$ cat src/rtl/btn_select_ctrl_pkg.sv
// Shared constants and types for the push-button select controller.
// Button indices match the bit positions of sel and btn_db.
package btn_pkg;

  localparam int NUM_BTN = 4;

  localparam int BTN_C = 0;
  localparam int BTN_U = 1;
  localparam int BTN_L = 2;
  localparam int BTN_R = 3;

  // 10 ms of stable level at the 100 MHz board clock
  localparam int DEBOUNCE_CYCLES_DEFAULT = 1_000_000;

  typedef logic [NUM_BTN-1:0] btn_vec_t;

  function automatic int cnt_width(input int cycles);
    return (cycles > 2) ? $clog2(cycles) : 1;
  endfunction

endpackage

$ cat src/rtl/btn_select_ctrl_if.sv
// Board-side signal bundle: raw buttons in, held select word and feedback out.
interface btn_select_ctrl_if;
  import btn_pkg::*;

  logic     btnC;
  logic     btnU;
  logic     btnL;
  logic     btnR;
  btn_vec_t sel;
  logic     sel_changed;
  btn_vec_t btn_db;

  modport master (
    output btnC, btnU, btnL, btnR,
    input  sel, sel_changed, btn_db
  );

  modport slave (
    input  btnC, btnU, btnL, btnR,
    output sel, sel_changed, btn_db
  );

endinterface

$ cat src/rtl/btn_select_ctrl_debounce_cell.sv
// One button channel: 2-flop synchroniser, stability counter, debounced level
// and a registered one-cycle pulse on each debounced rising edge.
module debounce_cell
  import btn_pkg::*;
#(
  parameter int DEBOUNCE_CYCLES = DEBOUNCE_CYCLES_DEFAULT
) (
  input  logic clk,
  input  logic rst,
  input  logic btn_i,
  output logic db_o,
  output logic press_o
);

  localparam int            CW       = cnt_width(DEBOUNCE_CYCLES);
  localparam logic [CW-1:0] CNT_LAST = CW'(DEBOUNCE_CYCLES - 1);

  logic [1:0]    sync_q;
  logic [CW-1:0] cnt_q,   cnt_d;
  logic          db_q,    db_d;
  logic          db_prev_q;
  logic          press_q, press_d;
  logic          level;

  assign level = sync_q[1];

  always_comb begin
    // NOTE: every combinational output gets a default first so no path can
    // leave it unassigned and infer a latch.
    cnt_d   = cnt_q;
    db_d    = db_q;
    press_d = db_q & ~db_prev_q;

    if (level == db_q) begin
      cnt_d = '0;
    end else if (cnt_q == CNT_LAST) begin
      db_d  = level;
      cnt_d = '0;
    end else begin
      cnt_d = cnt_q + CW'(1);
    end
  end

  // Any return to the accepted level clears the count, so a bouncing contact
  // never accumulates partial credit toward a level change.
  always_ff @(posedge clk or posedge rst) begin
    if (rst) begin
      sync_q    <= '0;
      cnt_q     <= '0;
      db_q      <= 1'b0;
      db_prev_q <= 1'b0;
      press_q   <= 1'b0;
    end else begin
      // NOTE: non-blocking assignments make every flop sample the pre-edge
      // value of the others, which is what lets sync_q behave as a two-stage
      // shift register rather than collapsing into one flop.
      sync_q    <= {sync_q[0], btn_i};
      cnt_q     <= cnt_d;
      db_q      <= db_d;
      db_prev_q <= db_q;
      press_q   <= press_d;
    end
  end

  assign db_o    = db_q;
  assign press_o = press_q;

endmodule

$ cat src/rtl/btn_select_ctrl.sv
// Turns each clean button press into a toggle of one bit of a held 4-bit mux
// select word; all outputs come straight from flops.
module btn_select_ctrl
  import btn_pkg::*;
#(
  parameter int DEBOUNCE_CYCLES = DEBOUNCE_CYCLES_DEFAULT
) (
  input  logic              clk,
  input  logic              rst,
  btn_select_ctrl_if.slave  bus
);

  btn_vec_t btn_raw;
  btn_vec_t btn_db;
  btn_vec_t press;
  btn_vec_t sel_q, sel_d;
  logic     sel_changed_q, sel_changed_d;

  always_comb begin
    btn_raw        = '0;
    btn_raw[BTN_C] = bus.btnC;
    btn_raw[BTN_U] = bus.btnU;
    btn_raw[BTN_L] = bus.btnL;
    btn_raw[BTN_R] = bus.btnR;
  end

  for (genvar g = 0; g < NUM_BTN; g++) begin : g_chan
    debounce_cell #(
      .DEBOUNCE_CYCLES (DEBOUNCE_CYCLES)
    ) u_cell (
      .clk     (clk),
      .rst     (rst),
      .btn_i   (btn_raw[g]),
      .db_o    (btn_db[g]),
      .press_o (press[g])
    );
  end

  // Simultaneous presses toggle together and share one change pulse.
  always_comb begin
    sel_d         = sel_q ^ press;
    sel_changed_d = |press;
  end

  always_ff @(posedge clk or posedge rst) begin
    if (rst) begin
      sel_q         <= '0;
      sel_changed_q <= 1'b0;
    end else begin
      sel_q         <= sel_d;
      sel_changed_q <= sel_changed_d;
    end
  end

  assign bus.sel         = sel_q;
  assign bus.sel_changed = sel_changed_q;
  assign bus.btn_db      = btn_db;

endmodule

$ cat src/flat_wrapper.sv
// flat-port wrapper written by rule: the top's interface ports become plain ports
module btn_select_ctrl_flat import btn_pkg::*;
#(
  parameter int DEBOUNCE_CYCLES = DEBOUNCE_CYCLES_DEFAULT
)
  (clk, rst, bus_btnC, bus_btnU, bus_btnL, bus_btnR, bus_sel, bus_sel_changed, bus_btn_db);
  btn_select_ctrl_if bus_i ();
  input  logic clk;
  input  logic rst;
  input wire logic [$bits(bus_i.btnC)-1:0] bus_btnC;
  input wire logic [$bits(bus_i.btnU)-1:0] bus_btnU;
  input wire logic [$bits(bus_i.btnL)-1:0] bus_btnL;
  input wire logic [$bits(bus_i.btnR)-1:0] bus_btnR;
  output wire logic [$bits(bus_i.sel)-1:0] bus_sel;
  output wire logic [$bits(bus_i.sel_changed)-1:0] bus_sel_changed;
  output wire logic [$bits(bus_i.btn_db)-1:0] bus_btn_db;
  assign bus_i.btnC = bus_btnC;
  assign bus_i.btnU = bus_btnU;
  assign bus_i.btnL = bus_btnL;
  assign bus_i.btnR = bus_btnR;
  assign bus_sel = bus_i.sel;
  assign bus_sel_changed = bus_i.sel_changed;
  assign bus_btn_db = bus_i.btn_db;
  btn_select_ctrl #(.DEBOUNCE_CYCLES(DEBOUNCE_CYCLES)) u_core (.clk(clk), .rst(rst), .bus(bus_i));
endmodule
$ cat config.mk
export PLATFORM = sky130hd
export DESIGN_NAME = btn_select_ctrl_flat
export DESIGN_NICKNAME = d
export VERILOG_FILES = /design/src/rtl/btn_select_ctrl_pkg.sv /design/src/rtl/btn_select_ctrl_if.sv /design/src/rtl/btn_select_ctrl_debounce_cell.sv /design/src/rtl/btn_select_ctrl.sv /design/src/flat_wrapper.sv
export SDC_FILE = /design/constraint.sdc
export NUM_CORES = 1
export LEC_CHECK = 0
export CORE_ASPECT_RATIO = 1.5
export CORE_MARGIN = 2
export CORE_UTILIZATION = 50
export CTS_CLUSTER_SIZE = 16
export DETAILED_ROUTE_END_ITERATION = 7
export PLACE_DENSITY = 0.7
export SLEW_MARGIN = 10
export SYNTH_ARGS = -nofsm -noshare
export SYNTH_HDL_FRONTEND = slang
export SYNTH_SLANG_ARGS = --single-unit
export TNS_END_PERCENT = 100
$ cat constraint.sdc
create_clock -name clk -period 3.4 [get_ports clk]
set_input_delay 0.85 -clock clk [delete_from_list [all_inputs] [get_ports clk]]
set_output_delay 0.85 -clock clk [all_outputs]
set_load 0.02 [all_outputs]
After elaboration in Yosys (flattened, before gate mapping)
Cells that the tools add are included.
{"block": "word_totals", "ff_bits": 105, "input_bits": 6, "out_inout_bits": 9, "word_cells": 60}
{"block": "classes", "n_mux": 8, "reduce_logical": 5, "bitwise_logic": 13, "n_addsub": 4, "n_eq_ne": 8}
{"operator": "$mux 20", "n": 8}
{"operator": "$add 20x1->20 const B", "n": 4}
{"operator": "$eq 20x20->1 const B", "n": 4}
{"operator": "$not 1->1", "n": 8}
{"operator": "$reduce_and 2->1", "n": 4}
{"operator": "$and 1x1->1", "n": 4}
{"operator": "$eq 1x1->1", "n": 4}
{"operator": "$reduce_or 4->1", "n": 1}
{"operator": "$xor 4x4->4", "n": 1}

Logic depth before layout (Yosys ltp)
Gate-level depths: netlist (run 1).
{"block": "logic_depth", "depth_word": 3, "ltp_mapped": 6, "ltp_nobuf": 5}

Hierarchy
Synthesis (run 1) repeated with hierarchy kept, for this count alone.
{"block": "hier_totals", "cells_unflattened": 455, "area_unflattened_um2": 4996.0}
{"module": "debounce_cell", "cells_each": 111, "instances": 4, "area_each_um2": 1206.2, "seq_area_each_um2": 625.6}
{"module": "btn_select_ctrl", "cells_each": 11, "instances": 1, "area_each_um2": 171.4, "seq_area_each_um2": 125.1}

Worst setup path after synthesis (run 1)
OpenSTA, ideal clock, no wires.
{"block": "synth_path", "path_kind": "reg2reg", "startpoint": "reg u_core.g_chan[1].u_cell.cnt_q[6]", "endpoint": "reg u_core.g_chan[1].u_cell.cnt_q[10]", "arrival_ns": 1.865, "setup_ns": 0.119, "n_path_buf": 1, "stages_incl_launch_ff": 6, "required_time_ns": 3.281, "slack_ns": 1.416, "period_less_slack_ns": 1.984, "cell_sequence": "dfrtp_1 -> or4b_1 -> or4_4 -> o21ai_4 -> buf_6 -> nor2_1"}
{"block": "synth_between", "elab_chain_cells": 3, "word_cells_on_any_way": 4, "classes_between": "add/sub: 1; eq/ne: 1; mux: 2"}
{"element": "start: declaration", "line_no": "btn_select_ctrl_debounce_cell.sv:19", "rtl": "logic [CW-1:0] cnt_q, cnt_d;"}
{"element": "start signal: assignment", "line_no": "btn_select_ctrl_debounce_cell.sv:58", "rtl": "cnt_q <= cnt_d;"}
{"element": "$add 20x1->20 or $eq 20x20->1 (tied branches)", "line_no": "btn_select_ctrl_debounce_cell.sv:40, btn_select_ctrl_debounce_cell.sv:36"}
{"element": "$mux 20 (*)", "line_no": "btn_select_ctrl_debounce_cell.sv:36", "rtl": "end else if (cnt_q == CNT_LAST) begin"}
{"element": "$mux 20 (*)", "line_no": "btn_select_ctrl_debounce_cell.sv:34", "rtl": "if (level == db_q) begin"}
{"element": "net u_core.g_chan[1].u_cell.cnt_d[10]", "line_no": "btn_select_ctrl_debounce_cell.sv:19"}
The timed path passes the listed nets; every way through them passes the cells marked *.
A chain may end at the register's enable or synchronous reset.

Final worst setup path (run 1)
{"block": "layout_path", "startpoint": "reg u_core.g_chan[1].u_cell.db_q", "endpoint": "out bus_btn_db[1]"}
{"element": "start: declaration", "line_no": "btn_select_ctrl_debounce_cell.sv:20", "rtl": "logic db_q, db_d;"}
{"element": "start signal: assignment", "line_no": "btn_select_ctrl_debounce_cell.sv:50", "rtl": "db_q <= 1'b0;"}
{"element": "start signal: assignment", "line_no": "btn_select_ctrl_debounce_cell.sv:59", "rtl": "db_q <= db_d;"}
{"element": "end: declaration", "line_no": "flat_wrapper.sv:16", "rtl": "output wire logic [$bits(bus_i.btn_db)-1:0] bus_btn_db;"}
No word-level cell between the ends.

==> results of run 1 <==
layer usage:
metal	GRT usage (%)	up-vias
met5	0	-
met4	7.66	0
met3	3.98	12
met2	29.7	58
met1	21.9	1686
li1	-	1689
cell families after synthesis:
kind of cell / share of synthesized area, %
AO/OA/AOI/OAI: 6.84
XOR/XNOR: 9.58
adder cells (fa/ha/maj): 1.03
buffers and inverters: 3.25
flip-flops: 54.2
multiplexers: 0.930
AND/OR/NAND/NOR: 24.1
placed cells by master (no fill, tap or decap), drive strengths merged, types with 10 or more instances in the layout:
| cell | instances |
|---|---|
| nor3 | 10 |
| clkbuf | 11 |
| nand2 | 24 |
| inv | 14 |
| xnor2 | 28 |
| a21oi | 27 |
| and3 | 11 |
| nor2 | 58 |
| nand3 | 36 |
| or4 | 19 |
| nand4 | 12 |
| o31ai | 12 |
| dfrtp | 105 |
| clkdlybuf4s50 | 14 |
| nor4 | 12 |
| xor2 | 25 |
| o21ai | 19 |
| or3 | 18 |
flip-flops by register name (all words and copies together), names as in the netlist:
| register | cells |
|---|---|
| u_core.g_chan.u_cell.db_prev_q | 4 |
| u_core.g_chan.u_cell.sync_q | 8 |
| u_core.g_chan.u_cell.db_o | 4 |
| u_core.bus.sel | 4 |
| u_core.g_chan.u_cell.press_o | 4 |
| u_core.g_chan.u_cell.cnt_q | 80 |
| u_core.bus.sel_changed | 1 |
worst paths after layout:
kind                       cells after the start                               from                                 to
min in group asynchronous                      2                                rst  u_core.g_chan[1].u_cell.sync_q[0]
max                                            1       u_core.g_chan[1].u_cell.db_o                      bus_btn_db[1]
max in group asynchronous                      3                                rst  u_core.g_chan[3].u_cell.cnt_q[14]
min                                            0  u_core.g_chan[0].u_cell.sync_q[0]  u_core.g_chan[0].u_cell.sync_q[1]
min reg2reg                                    0  u_core.g_chan[0].u_cell.sync_q[0]  u_core.g_chan[0].u_cell.sync_q[1]
max reg2reg                                    4   u_core.g_chan[1].u_cell.cnt_q[6]  u_core.g_chan[1].u_cell.cnt_q[13]
Yosys cell counts (all sizes together):
library cell	number	area share (%)
nor4b	2	0.36
ha	4	1.0
nand4b	3	0.54
nor2b	5	0.65
inv	15	1.2
or4b	2	0.41
nor4	12	1.5
and4	1	0.18
dfrtp	105	54
xor2	25	4.5
nand3b	1	0.16
xnor2	28	5.1
clkbuf	9	0.75
and3	11	1.4
or3	18	2.3
nor3	10	1.0
nand4	12	1.5
and2	3	0.39
or4	19	3.0
nor2	58	4.5
a21oi	27	2.8
nand2	24	1.9
o31ai	12	1.9
o21ai	19	2.2
buf	10	1.3
nand3	36	3.9
mux2	4	0.93
nand2b	2	0.26
report_power, final:
| part | internal (mW) | switching [mW] |
|---|---|---|
| logic | 0.0235 | 0.0519 |
| registers | 1.27 | 0.0144 |
| clock network | 0.507 | 0.425 |
cell type report:
class                      instances  area, µm²
clock buffer                      11        243
clock inverter                     4       20.0
fill                             876       4230
sequential                       105       2630
timing repair buffer              18        183
tap                              115        144
multi-input combinational        338       2070
inverter                          15       60.1
==> summary.md, run 1 <==
| Metric | Value |
|---|---|
| Clock buffer count from CTS | `9` |
| PD cells | `around 430 mW/mm²` |
| Router iterations before antenna repair | `5` |
| Share of layout cells above drive strength 1 | `under 10%` |
| CTS resizes | `0` |
| First-pass GRT wire length | `15.4 mm` |
| PortBufs | `14` |
| Crit path max fanout | `5` |
| Clock transition at the registers of the reported paths | `roughly 0.060 ns` |
| VDD IR max | `0.293 mV` |
| Grt total ovfl | `0` |
| Vias in the first global route | `roughly 3.4k` |
| Final WL | `around 8.7 mm` |
| GRT Util Overall | `between 15 and 20%` |
| Unrepaired setup endpoints after global routing | `false` |
| Reg2reg setup slack | `approximately 1.3 ns` |
| Syn-to-layout area delta | `10.4%` |
| Clock Latency Late Sink | `between 0.3 and 0.4 ns` |
| Worst path cell trace | `clkdlybuf4s50_1` |
| Final hold violations | `0` |
| Die Span X | `around 84 µm` |
| Routability congestion estimate | `between 0.7 and 0.8` |
| Critical Path RT | `roughly 2.6 ns` |
| Core Region | `approximately 0.0096 mm²` |
| FP Rows | `44` |
| Die area | `0.0105 mm²` |
| Final worst slack | `1.15 ns` |
| LEAKAGE | `~2.2 nW` |
| Via total after detailed routing | `between 3k and 4k` |
| Hold WC Path Type | `reg2reg` |
| ANT nets after route | `0` |
| Syn Area/Cell | `approximately 10 µm²` |
| Min Tclk post-route | `~2.3 ns` |
| Post-DR vias/cell | `approximately 5.7` |
| Synthesized area | `0.00484 mm²` |
| Placed cells | `591` |
| CP Launch Type | `flop` |
| Layout Nets | `between 400 and 500` |
| Routed wl met3 | `283 µm` |
| Sum of buffers and inverters on the critical path | `1` |
| Max_cap viols | `0` |
| Deepest clock path buffer count | `2` |
| CTS Hold Bufs | `0` |
| CP max stage cell | `clkdlybuf4s50_1` |
| Setup_tns | `0 ns` |
| Final worst path period share | `66.2%` |
| Initial core utilization | `approximately half` |
| Initial antenna violation count | `0` |
| DRC viols | `0` |
| Count of pins over their slew limit | `0` |
| Clk_skew | `~0.0050 ns` |
| Metal-1 WL | `approximately 3.8 mm` |
| Worst Setup End Kind | `primary output` |
| Layout Cells excl Fill | `around 610` |
| Crit path kind | `reg2out` |
| Result of the run | `completed` |
| Yosys cell types | `36` |
| CTS tree | `done` |
| Detailed placement HPWL | `5.93 mm` |
| DR WL met2 | `~4.5 mm` |
| Die Ht | `between 100 and 150 µm` |
| Slew @ Worst Pin | `0.603 ns` |
| Largest net degree at the start of global routing | `80` |
| Sequential-to-total area share from yosys stat | `about 54%` |
| Crit-path leading delay family | `buffers and inverters` |
| Top sig layer | `met4` |
| Wire per inst | `roughly 14 µm` |
| Design area | `about 0.0053 mm²` |
| CP arrival | `around 1.4 ns` |
| Design Power | `roughly 2.3 mW` |
| Min Hold Slack | `0.347 ns` |
| Diode count | `0` |
| Highest clock rate | `~440 MHz` |
| CTS root buf | `clkbuf_16` |
| Worst path max stage delay | `around 0.64 ns` |
| Slew HR | `between 50% and 60%` |
| Pre-CTS WS | `approximately 1.2 ns` |
| Cell Area, Placed | `~0.0051 mm²` |
| Setup violators final | `0` |
| Register bit total from synthesis | `105` |
| DR iter-0 viols | `about 240` |
| Synth Warn # | `0` |
| H-tree levels | `3` |
| Final Util | `55.8%` |
| Top Ports | `15` |
| CTS Sinks | `around 110` |
| Post-Synthesis Cells | `477` |
| Postcts setup bufs | `0` |
| Syn Nets | `487` |
Note: power is estimated with default switching activity, not from simulation.
==> run 2: changes to the inputs <==
- clock period: 3.4 -> 1.9 ns (I/O delays scaled with it)
==> summary.md, run 2 (synthesized netlist as in run 1, its figures left out) <==
| Metric | Value |
|---|---|
| CTS tree | `done` |
| Highest clock rate | `496 MHz` |
| Crit-path leading delay family | `simple AND/OR/NAND/NOR gates` |
| Final Util | `around three fifths` |
| Worst path cell trace | `or4b_1 -> or4_4 -> nor2_2 -> mux2_4` |
| Design area | `just under 0.006 mm²` |
| GR peak layer | `met2` |
| Clock buffer count from CTS | `9` |
| Min-Delay Endpoint | `u_core.g_chan[3].u_cell.sync_q[1]` |
| Sw Ratio | `between 20% and 30%` |
| Crit path max fanout | `2` |
| GRT Util Overall | `19.0%` |
| Largest net degree at the start of global routing | `between 70 and 80` |
| CTS Hold Bufs | `0` |
| Final WL | `between 9 and 10 mm` |
| Sequential power share | `53.5%` |
| Router iterations before antenna repair | `6` |
| Violated checks | `negative setup slack` |
| Slew HR | `72.2%` |
| Post-DR vias/cell | `between 5 and 6` |
| Fill cell count | `around 820` |
| First-pass GRT wire length | `around 16 mm` |
| Hold path depth | `0` |
| FF-to-FF Start | `u_core.g_chan[3].u_cell.cnt_q[6]` |
| Initial core utilization | `50.6%` |
| Reg2Reg Depth | `4` |
| Most frequent cells in the layout | `dfrtp_1 (105), nor2_1 (54), buf_4 (50)` |
| Wire per inst | `14.1 µm` |
| Count of pins over their slew limit | `0` |
| Cell Area, Placed | `0.00550 mm²` |
| Postcts setup bufs | `0` |
| Sum of buffers and inverters on the critical path | `0` |
| Result of the run | `finished with violations` |
| Clk_skew | `0.00485 ns` |
| Slew @ Worst Pin | `around 0.41 ns` |
| RR Endpoint | `u_core.g_chan[3].u_cell.db_o` |
| Critical Path RT | `2.13 ns` |
| Commonest non-fill, non-tap cell in the layout | `dfrtp_1` |
| Final hold violations | `0` |
| LEAKAGE | `roughly 2.5 nW` |
| PD cells | `between 700 and 800 mW/mm²` |
| Worst Setup End Kind | `flop` |
| Die area | `around 0.011 mm²` |
| CP Launch Type | `flop` |
| Via total after detailed routing | `3,690` |
| Vias in the first global route | `roughly 3.8k` |
| Crit path kind | `reg2reg` |
| Grt met3 use | `2.39%` |
| Reg2reg setup slack | `-0.11 ns` |
| Grt total ovfl | `0` |
| Final worst slack | `-0.115 ns` |
| Global routing usage on met2 | `roughly a third` |
| ANT nets after route | `0` |
| Hold WC Path Type | `reg2reg` |
| Clock Latency Late Sink | `0.34 ns` |
| Die Ht | `between 100 and 150 µm` |
| HP Start | `u_core.g_chan[3].u_cell.sync_q[0]` |
| Detailed placement HPWL | `approximately 6.5 mm` |
| Internal power | `3.38 mW` |
| Min Tclk post-route | `approximately 2.0 ns` |
| CP arrival | `approximately 2.2 ns` |
| Reg with most FFs | `u_core.g_chan.u_cell.cnt_q` |
| Min Hold Slack | `around 0.35 ns` |
| Biggest regs | `u_core.g_chan.u_cell.cnt_q (80), u_core.g_chan.u_cell.sync_q (8)` |
| Final worst path period share | `106%` |
| CTS root buf | `clkbuf_16` |
| Top Ports | `15` |
| Initial antenna violation count | `0` |
| Die Span X | `approximately 84 µm` |
| Unrepaired setup endpoints after global routing | `true` |
| Core Region | `between 0.009 and 0.01 mm²` |
| CP max stage cell | `or4_4` |
| Max reg flops | `80` |
| Share of layout cells above drive strength 1 | `between 10% and 20%` |
| Max_cap viols | `0` |
| Clock Power Share | `between 40 and 50%` |
| Worst path max stage delay | `0.56 ns` |
| Routing usage on met1 | `23.2%` |
| VDD IR max | `between 0.5 and 0.6 mV` |
| Diode count | `0` |
| H-tree levels | `3` |
| FP Rows | `44` |
| Clock transition at the registers of the reported paths | `approximately 0.06 ns` |
| Layout Nets | `548` |
| Combinational group share of total power | `3.9%` |
| CTS Sinks | `105` |
| DRC viols | `0` |
| Syn-to-layout area delta | `21.3%` |
| Psw | `0.898 mW` |
| Deepest clock path buffer count | `2` |
| Setup violators final | `41` |
| PortBufs | `14` |
| Routability congestion estimate | `about 0.8` |
| DR iter-0 viols | `178` |
[run 2: repair_timing]
item                                    in CTS  in global routing
endpoints found under the setup margin      43                 54
gates resized for setup                     11                 15
cloned                                       0                  0
pin swaps                                    0                  3
[run 2: stage by stage]
stage	setup TNS [ns]	power, mW	setup slack (ns)	instances
floorplan	-0.962	2.43	-0.0837	477
global placement	-1.57	2.49	-0.0955	642
detailed placement	-4.11	2.50	-0.181	642
CTS	-2.70	4.33	-0.103	658
global route	-5.66	4.45	-0.165	658
finish	-3.17	4.28	-0.115	658
[run 2: worst register-to-register path, stage by stage (launching register included)]
cell,delay (ns)
dfrtp_1,0.37
or4b_1,0.52
or4_4,0.56
nor2_2,0.14
mux2_4,0.31
[run 2: power groups by stage]
stage	clock [mW]	combinational, mW	sequential [mW]
floorplan	0	0.0978	2.33
global placement	0	0.161	2.33
detailed placement	0	0.165	2.33
CTS	1.87	0.168	2.29
global route	1.97	0.192	2.29
finish	1.83	0.166	2.29
[run 2: worst max path at each step]
stage	cells after the start	slack, ns	from	end
after floorplan	5	-0.08	u_core.g_chan[1].u_cell.cnt_q[6]	u_core.g_chan[1].u_cell.cnt_q[11]
after global placement	5	-0.1	u_core.g_chan[3].u_cell.cnt_q[8]	u_core.g_chan[3].u_cell.cnt_q[3]
after detailed placement	5	-0.18	u_core.g_chan[3].u_cell.cnt_q[8]	u_core.g_chan[3].u_cell.cnt_q[12]
after CTS	4	-0.10	u_core.g_chan[3].u_cell.cnt_q[8]	u_core.g_chan[3].u_cell.db_o
after global routing	5	-0.16	u_core.g_chan[3].u_cell.cnt_q[6]	u_core.g_chan[3].u_cell.cnt_q[12]
final	4	-0.11	u_core.g_chan[3].u_cell.cnt_q[6]	u_core.g_chan[3].u_cell.db_o
[run 2: final cells by class]
cell class                      instances  area, µm²  area share [%]
Inverter                               15       60.1            1.02
Sequential cell                       105       2630            44.7
Clock inverter                          3       40.0           0.682
Multi-Input combinational cell        338       2160            36.8
Clock buffer                           13        250            4.26
Timing Repair Buffer                   69        592            10.1
Tap cell                              115        144            2.45
[run 2: routing by layer]
metal | up-vias | part of all wire, %
li1 | 1793 | -
met1 | 1821 | 43
met2 | 51 | 52
met3 | 25 | 1.9
met4 | 0 | 2.9
met5 | - | 0
